## config.mk

```make
export PLATFORM = sky130hd
export DESIGN_NAME = serial_add_ctrl
export DESIGN_NICKNAME = d
export VERILOG_FILES = /design/src/rtl/serial_add_pkg.sv /design/src/rtl/serial_fa_cell.sv /design/src/rtl/serial_add_ctrl.sv
export SDC_FILE = /design/constraint.sdc
export NUM_CORES = 1
export LEC_CHECK = 0
export ABC_AREA = 0
export CELL_PAD_IN_SITES_DETAIL_PLACEMENT = 1
export CELL_PAD_IN_SITES_GLOBAL_PLACEMENT = 1
export CORE_MARGIN = 4
export CORE_UTILIZATION = 44
export CTS_BUF_LIST = sky130_fd_sc_hd__clkbuf_8
export DETAILED_ROUTE_END_ITERATION = 8
export PLACE_DENSITY_LB_ADDON = 0.1
export SKIP_CTS_REPAIR_TIMING = 1
export SYNTH_ARGS = -nofsm -noshare
export SYNTH_HDL_FRONTEND = slang
export SYNTH_HIERARCHICAL = 1
export SYNTH_SLANG_ARGS = --single-unit
```

## constraint.sdc

```tcl
create_clock -name clk -period 2.8 [get_ports clk]
set_clock_uncertainty 0.15 [all_clocks]
set_input_delay 0.42 -clock clk [delete_from_list [all_inputs] [get_ports clk]]
set_output_delay 0.42 -clock clk [all_outputs]
set_load 0.02 [all_outputs]
```

## src/rtl/serial_add_pkg.sv

```systemverilog
// Shared types and constants for the bit-serial adder controller.
package serial_add_pkg;

    typedef enum logic [1:0] {
        IDLE = 2'd0,
        CALC = 2'd1,
        DONE = 2'd2
    } state_e;

    // Carry-in that turns A + ~B into two's-complement A - B.
    localparam logic SUB_CARRY_INIT = 1'b1;

    function automatic int cnt_width(input int nbits);
        return (nbits < 2) ? 1 : $clog2(nbits);
    endfunction

endpackage

```

## src/rtl/serial_fa_cell.sv

```systemverilog
// Single-bit combinational full adder, the only arithmetic in the serial adder.
module serial_fa_cell (
    input  logic in0,
    input  logic in1,
    input  logic cin,
    output logic sum,
    output logic cout
);

    assign sum  = in0 ^ in1 ^ cin;
    assign cout = (in0 & in1) | (cin & (in0 ^ in1));

endmodule

```

## src/rtl/serial_add_ctrl.sv

```systemverilog
// Bit-serial adder controller: one full-adder cell sequenced LSB-first over NBITS cycles.
// Optional subtract mode (req_sub port) enabled by defining SERIAL_ADD_SUB_EN.
module serial_add_ctrl
    import serial_add_pkg::*;
#(
    parameter int NBITS = 8
) (
    input  logic             clk,
    input  logic             rst_n,
    input  logic             req_val,
    output logic             req_rdy,
    input  logic [NBITS-1:0] req_a,
    input  logic [NBITS-1:0] req_b,
`ifdef SERIAL_ADD_SUB_EN
    input  logic             req_sub,
`endif
    output logic             resp_val,
    input  logic             resp_rdy,
    output logic [NBITS-1:0] resp_sum,
    output logic             resp_cout
);

    localparam int CW = cnt_width(NBITS);
    localparam logic [CW-1:0] CNT_LAST = CW'(NBITS - 1);

    state_e           state;
    logic [CW-1:0]    cnt;
    logic [NBITS-1:0] a_sr;
    logic [NBITS-1:0] b_sr;
    logic [NBITS-1:0] sum_sr;
    logic             carry;
    logic             cell_sum;
    logic             cell_cout;
    logic             sub_sel;
    logic             carry_init;

`ifdef SERIAL_ADD_SUB_EN
    assign sub_sel = req_sub;
`else
    assign sub_sel = 1'b0;
`endif
    assign carry_init = sub_sel ? SUB_CARRY_INIT : 1'b0;

    // B is inverted once at load so the cell sees ~B[i] for every bit of a subtract.
    serial_fa_cell u_cell (
        .in0  (a_sr[0]),
        .in1  (b_sr[0]),
        .cin  (carry),
        .sum  (cell_sum),
        .cout (cell_cout)
    );

    // NOTE: state registers use non-blocking assignments so every flop samples pre-edge values.
    always_ff @(posedge clk or negedge rst_n) begin
        if (!rst_n) begin
            state  <= IDLE;
            cnt    <= '0;
            a_sr   <= '0;
            b_sr   <= '0;
            sum_sr <= '0;
            carry  <= 1'b0;
        end else begin
            case (state)
                IDLE: begin
                    if (req_val) begin
                        a_sr   <= req_a;
                        b_sr   <= sub_sel ? ~req_b : req_b;
                        sum_sr <= '0;
                        carry  <= carry_init;
                        cnt    <= '0;
                        state  <= CALC;
                    end
                end
                CALC: begin
                    sum_sr <= {cell_sum, sum_sr[NBITS-1:1]};
                    a_sr   <= a_sr >> 1;
                    b_sr   <= b_sr >> 1;
                    carry  <= cell_cout;
                    // Hold the counter on the last bit so it never wraps.
                    if (cnt == CNT_LAST) begin
                        state <= DONE;
                    end else begin
                        cnt <= cnt + 1'b1;
                    end
                end
                DONE: begin
                    if (resp_rdy) begin
                        state <= IDLE;
                    end
                end
                default: state <= IDLE;
            endcase
        end
    end

    assign req_rdy   = (state == IDLE);
    assign resp_val  = (state == DONE);
    assign resp_sum  = sum_sr;
    assign resp_cout = carry;

endmodule
```

==> results of run 1 <==
[state kept, by name, summed over array words and instances, names as in the netlist]
name,count
a_sr,8
b_sr,8
cnt,3
resp_cout,1
resp_sum,8
state,2
[critical path, cell delays in order, from the launching register on]
cell and delay (ns):
dfrtp_1 0.75, nor2b_1 0.25, clkdlybuf4s50_1 0.63
[where the power goes]
part | internal [mW] | total (mW) | switching [mW]
Sequential | 0.629 | 0.777 | 0.148
Combinational | 0.431 | 0.866 | 0.435
Clock | 0.262 | 0.428 | 0.166
[worst paths after layout]
kind                                       from                  end  slack (ns)  cells past startpoint
max                        state[1]$_DFFE_PN0P_             resp_val        0.33                      2
min                         a_sr[7]$_DFFE_PN0P_  a_sr[7]$_DFFE_PN0P_        0.36                      1
max reg2reg                state[1]$_DFFE_PN0P_  b_sr[6]$_DFFE_PN0P_        0.88                      3
min reg2reg                 a_sr[7]$_DFFE_PN0P_  a_sr[7]$_DFFE_PN0P_        0.36                      1
max in group asynchronous                 rst_n  b_sr[2]$_DFFE_PN0P_        1.83                      2
min in group asynchronous                 rst_n  a_sr[4]$_DFFE_PN0P_        0.39                      2
[area by class of cell]
class / instances / area share [%]
sequential: 30 / 39.11
multi-input combinational: 73 / 32.01
timing repair buffer: 34 / 17.21
clock buffer: 5 / 3.585
inverter: 16 / 3.129
tap: 44 / 2.868
clock inverter: 3 / 2.086
[synth_stat cells]
cell type	number	area, um2
dfrtp_1	30	750.7
inv_1	16	60.06
nor4b_1	13	113.9
a211oi_1	12	90.09
nor3b_1	12	90.09
a22o_1	10	87.58
buf_2	6	30.03
a211o_1	3	26.28
and3_1	3	18.77
buf_4	3	22.52
nor2b_1	3	18.77
a222oi_1	2	20.02
buf_6	2	22.52
ha_1	2	25.02
nand2b_1	2	12.51
nor4bb_1	2	20.02
a21oi_1	1	5.000
a32o_1	1	10.01
and2b_1	1	7.510
clkbuf_1	1	3.750
fa_1	1	20.02
nand2_1	1	3.750
nand4bb_1	1	11.26
nor2_2	1	6.260
o21bai_4	1	18.77
o311ai_0	1	8.760
[logic make-up (layout without fill, tap and decap cells)]
kind of cell | after synthesis | after routing | share of synthesized area, %
and+or+nand+nor | 39 | 39 | 20.13
AOI/OAI and AO/OA | 31 | 31 | 17.72
DFF | 30 | 30 | 49.92
buffers and inverters | 28 | 58 | 9.234
adders and majority gates | 3 | 3 | 2.995
[per-layer routing]
layer / share of wire [%] / global-route usage, % / up-vias
met4: 0.61 / 4.569 / 0
met2: 55 / 34.70 / 19
met3: 3.1 / 6.408 / 4
met1: 41 / 21.11 / 597
li1: - / - / 541
met5: 0 / 0 / -
[stage by stage]
step           hold slack, ns  cell area (um2)  worst slack, ns
2_1_floorplan        -0.02559             1504            1.286
3_3_place_gp           0.3283             1810           0.6571
3_5_place_dp           0.3446             1810           0.6049
4_1_cts                0.3610             1919           0.2929
5_1_grt                0.3983             1919           0.1683
6_report               0.3580             1919           0.3267
==> results.tsv, run 1 <==
metric	value	unit
outcome	completed	
footprint of the multi-input gates	614.3	um2
Fill cells	356	
Crit Path Class	flop to primary output	
Slew @ Worst Pin	0.6514	ns
share of cells above drive strength 1	8.696	%
die extent in x	66.47	um
HPWL Detailed	2351	um
register area	750.7	um2
CTS Buf Count	5	
Ant. Diodes	0	
port bufs	30	
clk_lat worst skew	0.28	ns
nets	183	
Final Setup Violations	0	
Worst IR Drop VDD	476.2	uV
CP max FO	20	
Synth Instances	131	
die area	4418	um2
initial antenna violation count	0	
most frequent cells in the layout	dfrtp_1, clkdlybuf4s50_1, inv_1, nor4b_1	
vias in the first global route	1265	
Power Density	1079	nW/um2
f_max	404.3	MHz
Final Slew Violations	0	
number of synthesis warnings	6	
Seq/Total Area, Yosys	49.92	%
Layout Cells excl Fill	205	
RSZ-0062 raised after global routing	no	
clock sink total	30	
Mapped Nets	154	
post-layout util	60.87	%
Pwr Total	2.071	mW
via count	1161	
post-placement cell count	197	
share of the cycle needed by the critical path after routing	88.33	%
initial core utilization	47.70	%
Netlist cell types	26	
HP Class	flop to flop	
H-tree Lvls	2	
CTS tree	done	
Startpoint Class	flop	
io pins	31	
WL per Instance	17.51	um
Seq cells post-synth	30	
synthesized cell area	1504	um2
first-pass GRT wire length	6216	um
Avg Cell Area, Syn	11.48	um2
initial DRC count	41	
Routed Antenna Nets	0	
TNS Setup	0	ns
max_cap viols	0	
Rel. slew slack	56.46	%
largest net degree at the start of global routing	36	
gp weighted congestion	0.7272	
GRT Residual Overflow	0	
GRT Total Usage	19.04	%
Core Rows	20	
Root Driver	clkbuf_8	
CP required	2.23	ns
via density per instance	5.663	
drt total wl	3590	um
crit end category	primary output	
Leak Pwr	0.8388	nW
Worst-path clk slew	0.06	ns
area grow syn2layout	27.62	%
Core Area	3153	um2
Period minus WS final	2.473	ns
Final Hold Fails	0	
TritonRoute pass-1 iters	4	
DRC viols	0	
clk buf depth	2	
Die Ht	66.47	um
worst endpoint data arrival time	1.90	ns
(Power assumes the default switching activity.)
==> inputs of run 2 (changes only) <==
--- a/config.mk
+++ b/config.mk
@@ -8,11 +8,12 @@
 export ABC_AREA = 0
 export CELL_PAD_IN_SITES_DETAIL_PLACEMENT = 1
 export CELL_PAD_IN_SITES_GLOBAL_PLACEMENT = 1
+export CORE_ASPECT_RATIO = 1.4
 export CORE_MARGIN = 4
 export CORE_UTILIZATION = 44
 export CTS_BUF_LIST = sky130_fd_sc_hd__clkbuf_8
 export DETAILED_ROUTE_END_ITERATION = 8
-export PLACE_DENSITY_LB_ADDON = 0.1
+export PLACE_DENSITY = 0.88
 export SKIP_CTS_REPAIR_TIMING = 1
 export SYNTH_ARGS = -nofsm -noshare
 export SYNTH_HDL_FRONTEND = slang
==> run 2 against run 1 <==
- clock-buffer cell count rose by 1
- global-route usage fell by 1.1 points
- register-to-register slack improved by 0.15 ns
- worst hold slack got worse by 0.0076 ns
- wire length rose by 0.22%
==> results.tsv, run 2 (synthesis results as in run 1) <==
metric	value	unit	change
outcome	completed		
RSZ-0062 raised after global routing	no		
initial core utilization	46.81	%	-0.89 points
Worst-path clk slew	0.07	ns	about the same
HPWL Detailed	2446	um	+4.1%
TNS Setup	0	ns	unchanged
Slew @ Worst Pin	0.6543	ns	+0.002880 ns
Worst IR Drop VDD	532.7	uV	+12%
worst r2r src	state[1]$_DFFE_PN0P_		
Root Driver	clkbuf_8		
CP required	2.23	ns	about the same
Die Ht	77.18	um	+16%
Rel. slew slack	56.27	%	-0.19 points
Final Slew Violations	0		unchanged
Final WS setup	0.6777	ns	+0.3511 ns
Layout Cells excl Fill	200		-2.4%
gp weighted congestion	0.7098		-2.4%
Crit. Startpoint	state[1]$_DFFE_PN0P_		
initial DRC count	32		-22%
Ant. Diodes	0		unchanged
most frequent cells in the layout	dfrtp_1, clkdlybuf4s50_1, inv_1, nor4b_1		
TritonRoute pass-1 iters	4		unchanged
crit end category	primary output		
GRT Total Usage	17.93	%	-1.1 points
CP top delay family	buffers and inverters		
CTS tree	done		
f_max	471.2	MHz	+17%
share of cells above drive strength 1	8.075	%	-0.62 points
Startpoint Class	flop		
die extent in x	57.41	um	-14%
WL per Instance	17.99	um	+2.7%
nets	183		unchanged
Leak Pwr	0.8333	nW	-0.66%
clk_lat worst skew	0.28	ns	about the same
WP depth	2		unchanged
DRC viols	0		unchanged
via density per instance	5.875		+3.7%
H-tree Lvls	2		unchanged
worst endpoint data arrival time	1.55	ns	-0.35 ns
clock sink total	30		unchanged
share of the cycle needed by the critical path after routing	75.80	%	-13 points
via count	1175		+1.2%
CP max stage delay	0.65	ns	-0.10 ns
area grow syn2layout	26.04	%	
cell area after layout	1896	um2	-1.2%
Final Hold Fails	0		unchanged
first-pass GRT wire length	6147	um	-1.1%
die area	4431	um2	+0.29%
Core Rows	24		+20%
port bufs	30		unchanged
CP max-delay cell	clkdlybuf4s50_1		
hold path cells	1		unchanged
post-placement cell count	192		-2.5%
clk buf depth	2		unchanged
GRT Residual Overflow	0		unchanged
Power Density	1060	nW/um2	-1.8%
CP bufs+invs	1		unchanged
Crit Path Class	flop to primary output		
drt total wl	3598	um	+0.22%
worst slack, placed	0.8292	ns	+0.2243 ns
worst r2r path cells	3		unchanged
Final Setup Violations	0		unchanged
final hold slack	0.3504	ns	-0.007603 ns
Core Area	3213	um2	+1.9%
largest net degree at the start of global routing	37		+2.8%
CP max FO	4		-80%
initial antenna violation count	0		unchanged
Period minus WS final	2.122	ns	-0.3511 ns
DP Area	1804	um2	-0.35%
critical path, cell by cell	nor2_2 > clkdlybuf4s50_1		
io pins	31		unchanged
CTS Buf Count	5		unchanged
Routed Antenna Nets	0		unchanged
HP Class	flop to flop		
vias in the first global route	1223		-3.3%
max_cap viols	0		unchanged
hold_sp	resp_sum[0]$_DFFE_PN0P_		
run 2: worst register-to-register path: cells and delay by family (launching register included):
kind | cells | cell delay [ns]
flops | 1 | 0.38
compound gates | 1 | 0.41
simple gates | 1 | 0.39
buf+inv | 1 | 0.33
run 2: area by class of cell:
class                   count  area, um2
fillers                   350       1318
flip-flops and latches     30      750.7
multi-input cells          73      614.3
repair buffers             34      330.3
clock buffers               6      82.58
inverters                  16      60.06
well taps                  39      48.80
clock inverters             2      8.758
run 2: final timing paths:
path                                      endpoint  slack [ns]
max                                        req_rdy        0.68
min                        resp_sum[0]$_DFFE_PN0P_        0.35
max reg2reg                    b_sr[6]$_DFFE_PN0P_        1.03
min reg2reg                resp_sum[0]$_DFFE_PN0P_        0.35
max in group asynchronous       cnt[2]$_DFFE_PN0P_        1.84
min in group asynchronous  resp_sum[7]$_DFFE_PN0P_        0.38
run 2: per-layer routing:
layer / vias to the layer above / global-route usage, % / routed length (um)
met4: 0 / 6.961 / 72
met3: 9 / 4.706 / 164
met2: 31 / 27.60 / 1782
li1: 541 / - / -
met5: - / 0 / 0
met1: 594 / 23.74 / 1578
run 2: power by group:
part | leakage (nW) | internal, mW | switching [mW] | total, mW
logic | 0.416 | 0.431 | 0.455 | 0.887
registers | 0.365 | 0.629 | 0.134 | 0.764
clock network | 0.0524 | 0.194 | 0.164 | 0.358
total | 0.833 | 1.26 | 0.754 | 2.01
run 2: through the flow:
step	total power [mW]	util [%]
final	2.009	59.00
after global routing	2.164	59.00
after CTS	2.032	59.00
after detailed placement	1.668	56.15
after global placement	1.582	56.15
after floorplan	1.376	-
